$ cat config.mk
export PLATFORM = sky130hd
export DESIGN_NAME = mult_ctrl_flat
export DESIGN_NICKNAME = d
export VERILOG_FILES = /design/src/rtl/mult_pkg.sv /design/src/rtl/mult_ctrl_if.sv /design/src/rtl/mult_iter_cnt.sv /design/src/rtl/mult_ctrl.sv /design/src/flat_wrapper.sv
export SDC_FILE = /design/constraint.sdc
export NUM_CORES = 1
export LEC_CHECK = 0
export ABC_AREA = 1
export BUFFER_PORTS_ARGS = -buffer_cell sky130_fd_sc_hd__buf_2
export CORE_MARGIN = 2
export CORE_UTILIZATION = 46
export CTS_CLUSTER_DIAMETER = 150
export DETAILED_ROUTE_END_ITERATION = 8
export PLACE_DENSITY = 0.72
export SLEW_MARGIN = 20
export SYNTH_ARGS = -nofsm -noshare
export SYNTH_HDL_FRONTEND = slang
export SYNTH_SLANG_ARGS = --single-unit
$ cat constraint.sdc
create_clock -name clk -period 1.1 [get_ports clk]
set_input_delay 0.22 -clock clk [delete_from_list [all_inputs] [get_ports clk]]
set_output_delay 0.22 -clock clk [all_outputs]
set_load 0.02 [all_outputs]
$ cat src/rtl/mult_pkg.sv
// Shared definitions for the 12x12 shift-add multiplier: controller state encoding,
// default operand width and the counter width shared with the serial operand loaders.
package mult_pkg;

    localparam int WIDTH_DEF = 12;
    localparam int OP_CNT_W  = 4;

    typedef enum logic [2:0] {
        IDLE    = 3'd0,
        GET_OPS = 3'd1,
        LOAD    = 3'd2,
        RUN     = 3'd3,
        OUTPUT  = 3'd4,
        FINISH  = 3'd5
    } mult_state_e;

    function automatic logic is_wait_state(input mult_state_e s);
        return (s == GET_OPS) || (s == OUTPUT);
    endfunction

endpackage

$ cat src/rtl/mult_ctrl_if.sv
// Handshake bundle between the multiplier controller and its loaders/datapath.
// slave is the controller side; master is the loader/datapath side.
interface mult_ctrl_if;

    logic go;
    logic fx;
    logic fy;
    logic m_lsb;
    logic fp;
    logic sx;
    logic sy;
    logic ld;
    logic add;
    logic shr;
    logic sp;
    logic busy;
    logic done;
    logic err;

    modport master (
        output go, fx, fy, m_lsb, fp,
        input  sx, sy, ld, add, shr, sp, busy, done, err
    );

    modport slave (
        input  go, fx, fy, m_lsb, fp,
        output sx, sy, ld, add, shr, sp, busy, done, err
    );

endinterface

$ cat src/rtl/mult_iter_cnt.sv
// Loadable up-counter with clear, enable and a terminal-count flag; used for the
// add/shift iteration count and for the optional wait timeout.
module mult_iter_cnt #(
    parameter int W = 4
) (
    input  logic         clk,
    input  logic         reset,
    input  logic         clr,
    input  logic         load,
    input  logic [W-1:0] load_val,
    input  logic         en,
    input  logic [W-1:0] term_val,
    output logic         tc
);

    logic [W-1:0] count_q;
    logic [W-1:0] count_d;

    // Next count: clear wins over load, load wins over increment.
    always_comb begin
        count_d = count_q;
        if (clr) begin
            count_d = {W{1'b0}};
        end else if (load) begin
            count_d = load_val;
        end else if (en) begin
            count_d = count_q + W'(1);
        end else begin
            count_d = count_q;
        end
    end

    // Count register.
    always_ff @(posedge clk or posedge reset) begin
        if (reset) begin
            count_q <= {W{1'b0}};
        end else begin
            count_q <= count_d;
        end
    end

    assign tc = (count_q == term_val);

endmodule

$ cat src/rtl/mult_ctrl.sv
// Sequencing controller for the 12x12 unsigned shift-add multiplier.
// Build macro MULT_CTRL_TIMEOUT_EN adds a GET_OPS/OUTPUT wait timeout with sticky err.
module mult_ctrl
    import mult_pkg::*;
#(
    parameter int WIDTH   = WIDTH_DEF,
    parameter int CNT_W   = OP_CNT_W,
    parameter int TIMEOUT = 255
) (
    input  logic       clk,
    input  logic       reset,
    mult_ctrl_if.slave bus
);

    localparam logic [CNT_W-1:0] ITER_LAST = CNT_W'(WIDTH - 1);

    if (((2 ** CNT_W) < WIDTH) || (TIMEOUT < 1)) begin : g_bad_params
        $error("mult_ctrl: CNT_W too narrow for WIDTH, or TIMEOUT below 1");
    end

    mult_state_e state_q;
    mult_state_e state_d;
    logic        go_q;
    logic        fx_seen_q, fx_seen_d;
    logic        fy_seen_q, fy_seen_d;
    logic        sx_q, sx_d;
    logic        sy_q, sy_d;
    logic        ld_q, ld_d;
    logic        shr_q, shr_d;
    logic        sp_q, sp_d;
    logic        busy_q, busy_d;
    logic        done_q, done_d;

    logic        go_edge_s;
    logic        both_seen_s;
    logic        iter_tc_s;
    logic        wait_exp_s;

    assign go_edge_s   = bus.go & ~go_q;
    assign both_seen_s = (fx_seen_q | bus.fx) & (fy_seen_q | bus.fy);

    // Holds at WIDTH-1 once reached so the count cannot wrap inside a run.
    mult_iter_cnt #(.W(CNT_W)) u_iter_cnt (
        .clk      (clk),
        .reset    (reset),
        .clr      (state_q == LOAD),
        .load     (1'b0),
        .load_val ({CNT_W{1'b0}}),
        .en       ((state_q == RUN) & ~iter_tc_s),
        .term_val (ITER_LAST),
        .tc       (iter_tc_s)
    );

`ifdef MULT_CTRL_TIMEOUT_EN
    localparam int TO_W = $clog2(TIMEOUT + 1);
    localparam logic [TO_W-1:0] TO_LAST = TO_W'(TIMEOUT - 1);

    logic waiting_s;
    logic wait_tc_s;
    logic err_q, err_d;

    assign waiting_s = is_wait_state(state_q);

    // Wait states are never adjacent, so clearing outside them clears on every state change.
    mult_iter_cnt #(.W(TO_W)) u_wait_cnt (
        .clk      (clk),
        .reset    (reset),
        .clr      (~waiting_s),
        .load     (1'b0),
        .load_val ({TO_W{1'b0}}),
        .en       (waiting_s),
        .term_val (TO_LAST),
        .tc       (wait_tc_s)
    );

    assign wait_exp_s = waiting_s & wait_tc_s;

    // Sticky timeout flag; only an accepted go edge clears it.
    always_comb begin
        if ((state_q == IDLE) && go_edge_s) begin
            err_d = 1'b0;
        end else if (wait_exp_s) begin
            err_d = 1'b1;
        end else begin
            err_d = err_q;
        end
    end

    // Timeout flag register.
    always_ff @(posedge clk or posedge reset) begin
        if (reset) begin
            err_q <= 1'b0;
        end else begin
            err_q <= err_d;
        end
    end

    assign bus.err = err_q;
`else
    assign wait_exp_s = 1'b0;
    assign bus.err    = 1'b0;
`endif

    // Next state, done-flag latches, and output decode from the next state.
    always_comb begin
        state_d   = state_q;
        fx_seen_d = fx_seen_q;
        fy_seen_d = fy_seen_q;
        case (state_q)
            IDLE: begin
                if (go_edge_s) begin
                    state_d   = GET_OPS;
                    fx_seen_d = 1'b0;
                    fy_seen_d = 1'b0;
                end else begin
                    state_d = IDLE;
                end
            end
            GET_OPS: begin
                fx_seen_d = fx_seen_q | bus.fx;
                fy_seen_d = fy_seen_q | bus.fy;
                if (both_seen_s) begin
                    state_d = LOAD;
                end else if (wait_exp_s) begin
                    state_d = IDLE;
                end else begin
                    state_d = GET_OPS;
                end
            end
            LOAD: begin
                fx_seen_d = 1'b0;
                fy_seen_d = 1'b0;
                state_d   = RUN;
            end
            RUN: begin
                if (iter_tc_s) begin
                    state_d = OUTPUT;
                end else begin
                    state_d = RUN;
                end
            end
            OUTPUT: begin
                if (bus.fp) begin
                    state_d = FINISH;
                end else if (wait_exp_s) begin
                    state_d = IDLE;
                end else begin
                    state_d = OUTPUT;
                end
            end
            FINISH: begin
                state_d = IDLE;
            end
            default: begin
                state_d   = IDLE;
                fx_seen_d = 1'b0;
                fy_seen_d = 1'b0;
            end
        endcase

        sx_d   = (state_d == GET_OPS);
        sy_d   = (state_d == GET_OPS);
        ld_d   = (state_d == LOAD);
        shr_d  = (state_d == RUN);
        sp_d   = (state_d == OUTPUT);
        busy_d = (state_d != IDLE);
        done_d = (state_d == FINISH);
    end

    // FSM state, go edge detector, seen latches and registered strobes.
    always_ff @(posedge clk or posedge reset) begin
        if (reset) begin
            state_q   <= IDLE;
            go_q      <= 1'b0;
            fx_seen_q <= 1'b0;
            fy_seen_q <= 1'b0;
            sx_q      <= 1'b0;
            sy_q      <= 1'b0;
            ld_q      <= 1'b0;
            shr_q     <= 1'b0;
            sp_q      <= 1'b0;
            busy_q    <= 1'b0;
            done_q    <= 1'b0;
        end else begin
            state_q   <= state_d;
            go_q      <= bus.go;
            fx_seen_q <= fx_seen_d;
            fy_seen_q <= fy_seen_d;
            sx_q      <= sx_d;
            sy_q      <= sy_d;
            ld_q      <= ld_d;
            shr_q     <= shr_d;
            sp_q      <= sp_d;
            busy_q    <= busy_d;
            done_q    <= done_d;
        end
    end

    assign bus.sx   = sx_q;
    assign bus.sy   = sy_q;
    assign bus.ld   = ld_q;
    assign bus.shr  = shr_q;
    assign bus.add  = shr_q & bus.m_lsb;
    assign bus.sp   = sp_q;
    assign bus.busy = busy_q;
    assign bus.done = done_q;

endmodule

$ cat src/flat_wrapper.sv
// flat-port wrapper written by rule: the top's interface ports become plain ports
module mult_ctrl_flat import mult_pkg::*;
#(
    parameter int WIDTH   = WIDTH_DEF,
    parameter int CNT_W   = OP_CNT_W,
    parameter int TIMEOUT = 255
)
  (clk, reset, bus_go, bus_fx, bus_fy, bus_m_lsb, bus_fp, bus_sx, bus_sy, bus_ld, bus_add, bus_shr, bus_sp, bus_busy, bus_done, bus_err);
  mult_ctrl_if bus_i ();
  input  logic clk;
  input  logic reset;
  input wire logic [$bits(bus_i.go)-1:0] bus_go;
  input wire logic [$bits(bus_i.fx)-1:0] bus_fx;
  input wire logic [$bits(bus_i.fy)-1:0] bus_fy;
  input wire logic [$bits(bus_i.m_lsb)-1:0] bus_m_lsb;
  input wire logic [$bits(bus_i.fp)-1:0] bus_fp;
  output wire logic [$bits(bus_i.sx)-1:0] bus_sx;
  output wire logic [$bits(bus_i.sy)-1:0] bus_sy;
  output wire logic [$bits(bus_i.ld)-1:0] bus_ld;
  output wire logic [$bits(bus_i.add)-1:0] bus_add;
  output wire logic [$bits(bus_i.shr)-1:0] bus_shr;
  output wire logic [$bits(bus_i.sp)-1:0] bus_sp;
  output wire logic [$bits(bus_i.busy)-1:0] bus_busy;
  output wire logic [$bits(bus_i.done)-1:0] bus_done;
  output wire logic [$bits(bus_i.err)-1:0] bus_err;
  assign bus_i.go = bus_go;
  assign bus_i.fx = bus_fx;
  assign bus_i.fy = bus_fy;
  assign bus_i.m_lsb = bus_m_lsb;
  assign bus_i.fp = bus_fp;
  assign bus_sx = bus_i.sx;
  assign bus_sy = bus_i.sy;
  assign bus_ld = bus_i.ld;
  assign bus_add = bus_i.add;
  assign bus_shr = bus_i.shr;
  assign bus_sp = bus_i.sp;
  assign bus_busy = bus_i.busy;
  assign bus_done = bus_i.done;
  assign bus_err = bus_i.err;
  mult_ctrl #(.WIDTH(WIDTH), .CNT_W(CNT_W), .TIMEOUT(TIMEOUT)) u_core (.clk(clk), .reset(reset), .bus(bus_i));
endmodule
# Yosys cells after proc, flatten, opt, wreduce, memory -nomap -nowiden

Index checks and enable logic that the tools add are counted.

Register bits: 16
Bits in latches: 0
RAM bits: 0
ROM bits: 0
Input bits: 7
Output and inout port bits: 9
Word-level logic and storage cells: 48
Memories: 0

Add/sub/neg operators: 1
Multiply operators: 0
Divide/modulo/power cells: 0
Magnitude comparators: 0
Equal/unequal tests: 12
Shifts and indexed selects: 0
Mux-type cells: 10
Bitwise operators: 9
Reduce and logical (&&, ||, !) cells: 5

Operators by type and width:

| cell                                                                     | number |
|---|---|
| 3-bit one-hot mux with 5 select lines                                    | 1 |
| 3-bit by 2-bit == test with 1-bit output (second input constant)         | 4 |
| 3-bit == test (second input constant)                                    | 4 |
| 4-bit 2-to-1 mux                                                         | 2 |
| 3-bit by 1-bit == test with 1-bit output (second input constant)         | 2 |
| 1-bit one-hot mux with 3 select lines                                    | 2 |
| 4-bit by 1-bit adder with 4-bit output (second input constant)           | 1 |
| 1-bit AND                                                                | 4 |
| 4-bit == test (second input constant)                                    | 1 |
| 3-bit zero test                                                          | 1 |
| 1-bit 2-to-1 mux                                                         | 3 |
| 3-bit 2-to-1 mux                                                         | 1 |
| 1-bit inverter                                                           | 3 |
| 3-bit nonzero test                                                       | 1 |
| 3-bit OR reduction                                                       | 1 |
| 2-bit 2-to-1 mux                                                         | 1 |
| 2-bit by 1-bit inequality test with 1-bit output (second input constant) | 1 |
| 1-bit OR                                                                 | 2 |
| 2-bit AND reduction                                                      | 1 |
| 2-bit nonzero test                                                       | 1 |

# Depth between registers and ports, before layout

Gate-level depths: netlist (run 1).

Word-level depth: 5
Depth in mapped cells: 6
Gate-level depth less buffers: 6

# Cells and area by module

Synthesis (run 1) repeated with hierarchy kept, for this count alone.

Cell total of the unflattened synthesis: 111
Area, all modules: 884.6 um^2

Modules (own cells, without submodules):

| module        | instances | cells each | area each (um^2) | seq. area each (um^2) |
|---|---|---|---|---|
| mult_ctrl     | 1         | 72         | 588.1            | 300.3 |
| mult_iter_cnt | 1         | 39         | 296.5            | 100.1 |

# Worst setup path before layout (run 1)

OpenSTA, ideal clock, no wires.

Kind: reg-to-reg
Start point: register u_core.u_iter_cnt.count_q[0]
End point: register u_core.busy_q (netlist: u_core.bus.busy)
Setup time: 135 ps
Arrival time: 1,042 ps
Data required time: 965 ps
Setup slack: -77 ps
Cell stages (with the launch flop): 5
Buffers on the path: 0
Clock period less this slack: 1,177 ps
Path through: dfrtp_1 > ha_1 > nand3b_4 > a21oi_4 > nand4_1

Cells in the longest elaborated chain, start to end: 4

RTL lines:

| element                               | line                | RTL |
|---|---|---|
| start: declaration                    | mult_iter_cnt.sv:16 | `logic [W-1:0] count_q;` |
| start signal: assignment              | mult_iter_cnt.sv:36 | `count_q <= {W{1'b0}};` |
| start signal: assignment              | mult_iter_cnt.sv:38 | `count_q <= count_d;` |
| 4-bit == test                         | mult_iter_cnt.sv:42 | `assign tc = (count_q == term_val);` |
| 3-bit 2-to-1 mux                      | mult_ctrl.sv:136    | `if (iter_tc_s) begin` |
| 3-bit one-hot mux with 5 select lines | mult_ctrl.sv:109    | `case (state_q)` |
| 3-bit nonzero test                    | mult_ctrl.sv:166    | `busy_d = (state_d != IDLE);` |
| via u_core.busy_d                     | mult_ctrl.sv:31     | `logic busy_q, busy_d;` |
| end signal: assignment                | mult_ctrl.sv:194    | `busy_q <= busy_d;` |
| end: declaration                      | mult_ctrl.sv:31     |  |

The timed path passes the listed nets, and every way through them passes these cells.
A chain may end at the register's enable or synchronous reset.

# Worst setup path after layout (run 1)

Start point: register u_core.state_q[0]
End point: register u_core.u_iter_cnt.count_q[2]

Cells in the longest elaborated chain, start to end: 3
Elaborated cells between the ends (all ways): 5
Classes of those cells: eq/ne (2); mux (1); bitwise (1); reduce/logical (1)

RTL lines:

| element                                  | line             | RTL |
|---|---|---|
| start: declaration                       | mult_ctrl.sv:21  | `mult_state_e state_q;` |
| start signal: assignment                 | mult_ctrl.sv:185 | `state_q <= state_d;` |
| 3-bit by 2-bit == test with 1-bit output | mult_ctrl.sv:49  | `.en ((state_q == RUN) & ~iter_tc_s),` |
| 1-bit AND                                | mult_ctrl.sv:49  |  |
| 2-bit nonzero test (no source line)      | -                |  |

Parallel ways exist; a longest one is shown, timed or not.

==> results of run 1 <==
## flip-flops by register name (all words and copies together), names as in the netlist
signal                     count
u_core.bus.done                1
u_core.go_q                    1
u_core.state_q                 3
u_core.bus.busy                1
u_core.fx_seen_q               1
u_core.bus.sp                  1
u_core.bus.shr                 1
u_core.u_iter_cnt.count_q      4
u_core.bus.sx                  1
u_core.bus.ld                  1
u_core.fy_seen_q               1
## cell usage after synthesis
library cell,instances,area share
inv_1,9,0.045
nor3_1,1,0.0067
nor3_2,1,0.013
o21ai_0,4,0.027
nand3_2,2,0.027
inv_2,2,0.010
nand4_1,3,0.025
conb_1,1,0.0050
nor2_1,8,0.040
nand3_1,6,0.040
xor2_1,1,0.012
ha_1,1,0.017
a21oi_4,1,0.022
dfrtp_1,16,0.54
buf_4,2,0.020
nand2_1,16,0.081
o31ai_1,1,0.010
nor2_2,2,0.017
o21ai_1,1,0.0067
nand3b_4,1,0.027
xnor2_1,1,0.012
## timing repair
item,CTS,global route
hold endpoints to repair,16,0
gates resized for setup,7,12
setup endpoints to repair,13,14
setup buffers,0,4
pin swaps,5,6
hold buffers,1,0
## cells by family after synthesis
kind of cell	synth area share
other cells	0.005029
compound gates	0.06544
flops	0.5369
simple gates	0.2768
buf+inv	0.07550
fa+ha+maj	0.01678
xor+xnor	0.02349
## final timing paths
check / slack, ns / to / from
min in group asynchronous: 0.47 / u_core.bus.ld / reset
setup reg to reg: -0.1 / u_core.u_iter_cnt.count_q[2] / u_core.state_q[0]
hold / removal: 0.07 / u_core.go_q / bus_go
max in group asynchronous: 0.45 / u_core.state_q[2] / reset
hold reg to reg: 0.51 / u_core.fy_seen_q / u_core.fy_seen_q
setup / recovery: -0.1 / u_core.u_iter_cnt.count_q[2] / u_core.state_q[0]
## power breakdown
part	total [mW]	internal, mW	leakage [nW]	switching, mW
Combinational	1.39	0.629	0.357	0.766
Sequential	0.996	0.798	0.202	0.197
Clock	0.379	0.201	0.0210	0.177
## area by class of cell
type	count	area (sq um)
clock buffers	4	36.28
repair buffers	29	191.4
well taps	16	20.02
multi-input cells	51	344.1
flip-flops and latches	16	404.1
fillers	108	464.2
inverters	11	46.29
## routing by layer
| layer | track usage | wire, um | vias to the layer above |
|---|---|---|---|
| met5 | 0 | 0 | - |
| met4 | 0.05455 | 19 | 0 |
| met3 | 0.03673 | 75 | 4 |
| met2 | 0.2529 | 676 | 18 |
| met1 | 0.2190 | 694 | 288 |
| li1 | - | - | 320 |
==> impl_results.md, run 1 <==
- CTS Buf Count: 3
- Placed Instances: about 120
- Global Route Usage Sum: 0.1607
- Die area: a little under 2000 sq um
- Post-Syn Nets: between 80 and 90
- Type of the worst setup path: flop to flop
- Core box area: approximately 1500 sq um
- Sequential area share after synthesis: 0.5369
- Clock sinks: 16
- Iteration count of the initial detailed-routing pass: 4
- Overflow after GRT: 0
- Final setup violation count: 11
- Buf+Inv Stages, Crit Path: 1
- Max Cap Viol: 0
- Skew final: 0.004212 ns
- Mapped Area: 745.7 sq um
- Nets: 120
- Largest net degree at the start of global routing: 17
- Ports: 16
- Critical Path End Type: flop
- Cell Rows: 14
- DRT Wirelength: between 1000 and 1500 um
- Design Area, Final: 1042 sq um
- Critical path peak fanout: 8
- WL per Instance: between 10 and 15 um
- Pwr/cell area: about 2700 nW/um^2
- Area grow syn2layout: 39.77%
- Clock-pin slew on the worst setup and hold paths: roughly 0.090 ns
- Critical Path Stages: 5
- Post-DR vias/cell: approximately 5.0
- Hold WC Path Type: input pin to flop
- CTS tree: yes
- Syn Area/Cell: roughly 9.3 sq um
- Global-route wire length before repair: around 2300 um
- Synth Instances: 80
- Worst-case clock buffer depth: 2
- Maximum clock frequency: approximately 830 MHz
- IR drop worst, VDD: approximately 1.6 mV
- Synth unique cells: 21
- Pleak: around 0.58 nW
- IO Port Bufs: 14
- Yosys Warn Count: 0
- CP arrival: approximately 1.4 ns
- Outcome: complete, but fails checks
- # diodes: 0
- #FFs+latches synth: 16
- DRC: 0
- Clk Latency, worst-skew pair: between 0.2 and 0.3 ns
- Min Tclk post-route: approximately 1.2 ns
- Critical path's top delay family: flip-flops
- H-Tree Depth: 1
- Cell Area, Placed: 908.4 sq um
- RSZ-0062 raised after global routing: true
- Dpl ws: -0.1167 ns
- Proportion of layout cells with a drive suffix above 1: 0.4685
- Crit-path slowest cell: dfrtp_2
- GPL Wtd Cong: around 0.88
- Vias in the first global route: about 570
- Worst-case reg-to-reg path depth: 5
- Via count: 630
- Max-slew violations: 0
- Initial Utilization: 0.4950
- Die Ht: 44.27 um
- Final period util: 1.090
- Setup WS post-layout: -0.09846 ns
- CTS Root Buffer Type: clkbuf_4
- Worst Hold Depth: 1
- DR iter-0 viols: 13
- Critical Path, Cell by Cell: nand3_4 -> inv_2 -> a21oi_4 -> nand2_1 -> o31ai_2
- Post-Layout Cell Count: around 130
- Routed Antenna Nets: 0
- Most frequent cells in the layout: 14 x nand2_1, 14 x buf_4, 13 x buf_2, 13 x dfrtp_1, 8 x inv_1
- Dpl hpwl: 985.2 um
- Hold Fails Final Rpt: 0
- Chip Width: approximately 44 um
- Total Power: 2.769 mW
- Kind of start point of the critical path: flop
- Violated checks: negative setup slack
- Hold slack: roughly 0.067 ns
- Setup_tns: -0.5913 ns
- Initial antenna violation count: 0
- Critical Path RT: about 1.3 ns
- Final core occ: 0.6919
- CP max stage delay: approximately 0.50 ns
Note: power is estimated with default switching activity, not from simulation.
==> inputs of run 2 (changes only) <==
--- a/config.mk
+++ b/config.mk
@@ -8,10 +8,11 @@
 export ABC_AREA = 1
 export BUFFER_PORTS_ARGS = -buffer_cell sky130_fd_sc_hd__buf_2
 export CORE_MARGIN = 2
-export CORE_UTILIZATION = 46
+export CORE_UTILIZATION = 49
+export CTS_BUF_LIST = sky130_fd_sc_hd__clkbuf_8
 export CTS_CLUSTER_DIAMETER = 150
 export DETAILED_ROUTE_END_ITERATION = 8
-export PLACE_DENSITY = 0.72
+export PLACE_DENSITY = 0.76
 export SLEW_MARGIN = 20
 export SYNTH_ARGS = -nofsm -noshare
 export SYNTH_HDL_FRONTEND = slang
==> impl_results.md, run 2 (synthesis results as in run 1) <==
- Vias in the first global route: 644 (+13%)
- Largest net degree at the start of global routing: 17 (unchanged)
- Critical Path RT: 1.22 ns (-0.07 ns)
- Dpl hpwl: 1167 um (+18%)
- CTS Buf Count: 3 (unchanged)
- CP arrival: 1.33 ns (-0.06 ns)
- Max reg flops: 4 (unchanged)
- Regs by FF count: u_core.u_iter_cnt.count_q: 4 flops, u_core.state_q: 3 flops
- CTS tree: yes
- IR drop worst, VDD: 1.477 mV (-6.6%)
- Most frequent cells in the layout: 15 x buf_4, 14 x dfrtp_1, 13 x nand2_1, 13 x buf_2, 8 x inv_1
- Kind of start point of the critical path: flop
- Top reg by flops: u_core.u_iter_cnt.count_q
- CTS Root Buffer Type: clkbuf_8
- H-Tree Depth: 1 (unchanged)
- Skew final: 0.003285 ns (-0.0009271 ns)
- Post-DR vias/cell: 5.254 (+5.9%)
- Setup WS post-layout: -0.1027 ns (-0.004242 ns)
- Max Cap Viol: 0 (unchanged)
- Final setup violation count: 12 (+1)
- IO Port Bufs: 14 (unchanged)
- Clock sinks: 16 (unchanged)
- Critical Path End Type: flop
- Pleak: 0.6099 nW (+5.3%)
- Nets: 123 (+2.5%)
- Violated checks: negative setup slack
- Cell Area, Placed: 938.4 sq um (+3.3%)
- Proportion of layout cells with a drive suffix above 1: 0.5088 (+0.04030)
- Global Route Usage Sum: 0.1977 (+0.03703)
- # diodes: 0 (unchanged)
- Initial Utilization: 0.5068 (+0.01179)
- Hold Fails Final Rpt: 0 (unchanged)
- Ports: 16 (unchanged)
- Critical path peak fanout: 8 (unchanged)
- Core box area: 1471 sq um (-2.3%)
- Area grow syn2layout: 47.82%
- Pwr/cell area: 2828 nW/um^2 (+6.4%)
- Die Ht: 43.01 um (-2.8%)
- Max-slew violations: 0 (unchanged)
- Overflow after GRT: 0 (unchanged)
- Die area: 1850 sq um (-5.6%)
- Clk Latency, worst-skew pair: 0.25 ns (-0.03 ns)
- Hold WC Path Type: input pin to flop
- Worst-case clock buffer depth: 2 (unchanged)
- Iteration count of the initial detailed-routing pass: 4 (unchanged)
- GPL Wtd Cong: 0.8605 (-2.7%)
- Final core occ: 0.7492 (+0.05729)
- Most common cell after layout, fill and taps aside: buf_4
- Type of the worst setup path: flop to flop
- Cell Rows: 14 (unchanged)
- Routed Antenna Nets: 0 (unchanged)
- Outcome: complete, but fails checks
- Design Area, Final: 1102 sq um (+5.8%)
- Via count: 683 (+8.4%)
- DRC: 0 (unchanged)
- WL per Instance: 14.25 um (+24%)
- Final period util: 1.093 (+0.003856)
- Chip Width: 43.01 um (-2.8%)
- Maximum clock frequency: 831.5 MHz (-0.35%)
- Initial antenna violation count: 0 (unchanged)
- DR iter-0 viols: 24 (+11)
- Global-route wire length before repair: 2615 um (+15%)
- RSZ-0062 raised after global routing: true
- Clock-pin slew on the worst setup and hold paths: 0.07 ns (-0.02 ns)
- DRT Wirelength: 1853 um (+26%)
- Min Tclk post-route: 1.203 ns (+0.004242 ns)
-- run 2: power breakdown --
| part | switching [mW] | internal [mW] | leakage, nW |
|---|---|---|---|
| clock | 0.203 | 0.317 | 0.0288 |
| sequential | 0.197 | 0.796 | 0.203 |
| combinational | 0.878 | 0.726 | 0.378 |
-- run 2: stage by stage --
step | hold slack, ns | setup WS, ns | TNS [ns] | std cells | total power, mW
after detailed placement | 0.2311 | -0.09396 | -0.7094 | 122 | 2.252
after global placement | 0.2277 | -0.09803 | -0.3525 | 122 | 2.184
after floorplan | 0.1337 | -0.002429 | -0.004028 | 80 | 1.738
after global routing | 0.1083 | -0.1648 | -1.367 | 130 | 3.266
after CTS | 0.1096 | -0.06910 | -0.5365 | 128 | 2.872
final | 0.1072 | -0.1027 | -0.8049 | 130 | 3.117
-- run 2: worst paths after layout --
| kind | start | endpoint | slack, ns | cells past startpoint |
|---|---|---|---|---|
| max reg2reg | u_core.state_q[1] | u_core.bus.busy | -0.10 | 5 |
| min reg2reg | u_core.fx_seen_q | u_core.fx_seen_q | 0.55 | 2 |
| min in group asynchronous | reset | u_core.u_iter_cnt.count_q[2] | 0.51 | 4 |
| max in group asynchronous | reset | u_core.state_q[0] | 0.40 | 4 |
| min | bus_go | u_core.go_q | 0.11 | 1 |
| max | u_core.state_q[1] | u_core.bus.busy | -0.10 | 5 |
-- run 2: what timing repair did --
action                                  in CTS  in global routing
hold buffers                                 1                  0
cloned                                       0                  0
hold endpoints to repair                    16                  0
buffers inserted                             1                  2
gates resized for setup                     11                 14
pin swaps                                    4                 10
endpoints found under the setup margin      13                 14
-- run 2: layout make-up --
cell class,instances,area [sq um]
Clock buffer,4,55.05
Fill cell,97,369.1
Inverter,11,46.29
Multi-Input combinational cell,51,356.6
Sequential cell,16,402.9
Tap cell,16,20.02
Timing Repair Buffer,32,221.5
-- run 2: per-layer routing --
layer / global-route usage / part of all wire
met1: 0.2369 / 0.42
met5: 0 / 0
met2: 0.3394 / 0.49
met4: 0.1091 / 0.024
met3: 0.02553 / 0.066
-- run 2: worst max-delay path: stages (launching register included) --
cell	delay, ns
dfrtp_1	0.43
inv_2	0.11
nor3_4	0.05
buf_4	0.16
a21oi_4	0.21
nand4_1	0.12
==> inputs of run 3 (changes only) <==
--- a/config.mk
+++ b/config.mk
@@ -6,13 +6,14 @@
 export NUM_CORES = 1
 export LEC_CHECK = 0
 export ABC_AREA = 1
-export BUFFER_PORTS_ARGS = -buffer_cell sky130_fd_sc_hd__buf_2
+export BUFFER_PORTS_ARGS = -buffer_cell sky130_fd_sc_hd__clkbuf_2
 export CORE_MARGIN = 2
 export CORE_UTILIZATION = 49
 export CTS_BUF_LIST = sky130_fd_sc_hd__clkbuf_8
 export CTS_CLUSTER_DIAMETER = 150
 export DETAILED_ROUTE_END_ITERATION = 8
-export PLACE_DENSITY = 0.76
+export PLACE_DENSITY_LB_ADDON = 0.1
+export SKIP_CTS_REPAIR_TIMING = 1
 export SLEW_MARGIN = 20
 export SYNTH_ARGS = -nofsm -noshare
 export SYNTH_HDL_FRONTEND = slang
==> impl_results.md, run 3 (synthesis results as in run 1) <==
- Clock network fraction of design power: 0.185 (+0.018)
- Setup_tns: -0.9312 ns (-0.1263 ns)
- IO Port Bufs: 14 (unchanged)
- Crit-path slowest cell: dfrtp_2
- Initial Utilization: 0.5068 (unchanged)
- P_int: 1.713 mW (-6.9%)
- DR iter-0 viols: 20 (-17%)
- Final core occ: 0.7100 (-0.03912)
- Top reg by flops: u_core.u_iter_cnt.count_q
- Largest net degree at the start of global routing: 17 (unchanged)
- Critical path peak fanout: 5 (-3)
- Maximum clock frequency: 776.7 MHz (-6.6%)
- Chip Width: 43.01 um (unchanged)
- Clock-pin slew on the worst setup and hold paths: 0.06 ns (about the same)
- Min Tclk post-route: 1.288 ns (+0.08485 ns)
- CTS tree: yes
- Post-DR vias/cell: 5.171 (-1.6%)
- CP max stage delay: 0.44 ns (about the same)
- Hold Fails Final Rpt: 0 (unchanged)
- Via count: 667 (-2.3%)
- Most frequent cells in the layout: 16 x nand2_1, 16 x buf_4, 15 x dfrtp_1
- Max Cap Viol: 0 (unchanged)
- CTS Buf Count: 3 (unchanged)
- CP arrival: 1.43 ns (+0.10 ns)
- Multi-input gate area: 320.3 sq um (-10%)
- Violated checks: negative setup slack
- Reg area: 401.6 sq um (-0.31%)
- Critical Path RT: 1.24 ns (+0.02 ns)
- Clock sinks: 16 (unchanged)
- Switching share of total power: 0.3992 (-0.01055)
- Fill count: 120 (+24%)
- Ports: 16 (unchanged)
- Global Route Usage Sum: 0.2096 (+0.01191)
- Pwr/cell area: 2728 nW/um^2 (-3.5%)
- Nets: 122 (-0.81%)
- Die Ht: 43.01 um (unchanged)
- Most frequent CP cell: inv_2
- Final setup violation count: 10 (-2)
- DRT Wirelength: 1659 um (-10%)
- Dpl hpwl: 1080 um (-7.5%)
- Critical Path End Type: flop
- Initial antenna violation count: 0 (unchanged)
- CTS Root Buffer Type: clkbuf_8
- Max reg flops: 4 (unchanged)
- Reg power frac: 0.336 (+0.017)
- Overflow after GRT: 0 (unchanged)
- Type of the worst setup path: flop to flop
- Max-slew violations: 0 (unchanged)
- Proportion of layout cells with a drive suffix above 1: 0.4425 (-0.06629)
- WL per Instance: 12.86 um (-9.8%)
- Worst-case clock buffer depth: 2 (unchanged)
- Core box area: 1471 sq um (unchanged)
- Area grow syn2layout: 40.10%
- Switching power: 1.138 mW (-11%)
- Critical Path, Cell by Cell: inv_2 -> nand3_2 -> inv_2 -> nand2_1 -> o31ai_1
- Hold slack: 0.1152 ns (+0.008046 ns)
- H-Tree Depth: 1 (unchanged)
- Outcome: complete, but fails checks
- Setup WS post-layout: -0.1875 ns (-0.08485 ns)
- Cell Rows: 14 (unchanged)
- Die area: 1850 sq um (unchanged)
- GPL Wtd Cong: 0.9158 (+6.4%)
- RSZ-0062 raised after global routing: true
- Pleak: 0.5917 nW (-3.0%)
- Total Power: 2.851 mW (-8.5%)
- Hold WC Path Type: input pin to flop
- Final period util: 1.170 (+0.07714)
- # diodes: 0 (unchanged)
- Clk Latency, worst-skew pair: 0.25 ns (about the same)
- Routed Antenna Nets: 0 (unchanged)
- Regs by FF count: u_core.u_iter_cnt.count_q: 4 flops, u_core.state_q: 3 flops
- Combinational share of power: 0.479 (-0.035)
- DRC: 0 (unchanged)
- Skew final: 0.003922 ns (+0.0006371 ns)
- IR drop worst, VDD: 1.430 mV (-3.2%)
- Kind of start point of the critical path: flop
- Global-route wire length before repair: 2753 um (+5.3%)
- Iteration count of the initial detailed-routing pass: 4 (unchanged)
- Vias in the first global route: 607 (-5.7%)
==> run 3: stage by stage <==
stage | setup slack (ns) | std cells | area, sq um
6_report | -0.1875 | 129 | 1045
5_1_grt | -0.2505 | 129 | 1045
4_1_cts | -0.1742 | 124 | 978.4
3_5_place_dp | -0.1391 | 120 | 923.4
3_3_place_gp | -0.08108 | 120 | 923.4
2_1_floorplan | -0.002429 | 80 | 758.2
==> run 3: worst paths after layout <==
check                             startpoint                            to  slack [ns]  depth (start not counted)
setup / recovery           u_core.state_q[2]  u_core.u_iter_cnt.count_q[2]       -0.19                          5
hold / removal                        bus_go                   u_core.go_q        0.12                          1
setup reg to reg           u_core.state_q[2]  u_core.u_iter_cnt.count_q[2]       -0.19                          5
hold reg to reg             u_core.fx_seen_q              u_core.fx_seen_q        0.49                          2
max in group asynchronous              reset             u_core.state_q[2]        0.40                          4
min in group asynchronous              reset                u_core.bus.shr        0.50                          4
==> run 3: per-layer routing <==
layer / vias to the layer above / track usage / routed length (um)
met1: 302 / 0.2732 / 681
met5: - / 0 / 0
met4: 0 / 0.1091 / 34
met3: 5 / 0.03830 / 130
met2: 42 / 0.3303 / 813
li1: 318 / - / -
==> run 3: critical path: cells and delay by family, from the launching register on <==
kind,cells,cell delay (ns)
buffers and inverters,2,0.23
and+or+nand+nor,2,0.23
AOI/OAI and AO/OA,1,0.28
DFF,1,0.44
==> run 3: cell type report <==
type	instances	area share
Timing Repair Buffer	31	0.1976
Multi-Input combinational cell	51	0.3066
Tap cell	16	0.01916
Clock buffer	4	0.05269
Inverter	11	0.03952
Sequential cell	16	0.3844
==> run 3: power groups by stage <==
stage | sequential, mW | clock (mW) | combinational, mW
after floorplan | 1.04 | 0 | 0.701
after global placement | 0.944 | 0 | 1.23
after detailed placement | 0.957 | 0 | 1.25
after CTS | 0.953 | 0.545 | 1.27
after global routing | 0.982 | 0.562 | 1.51
final | 0.958 | 0.528 | 1.36
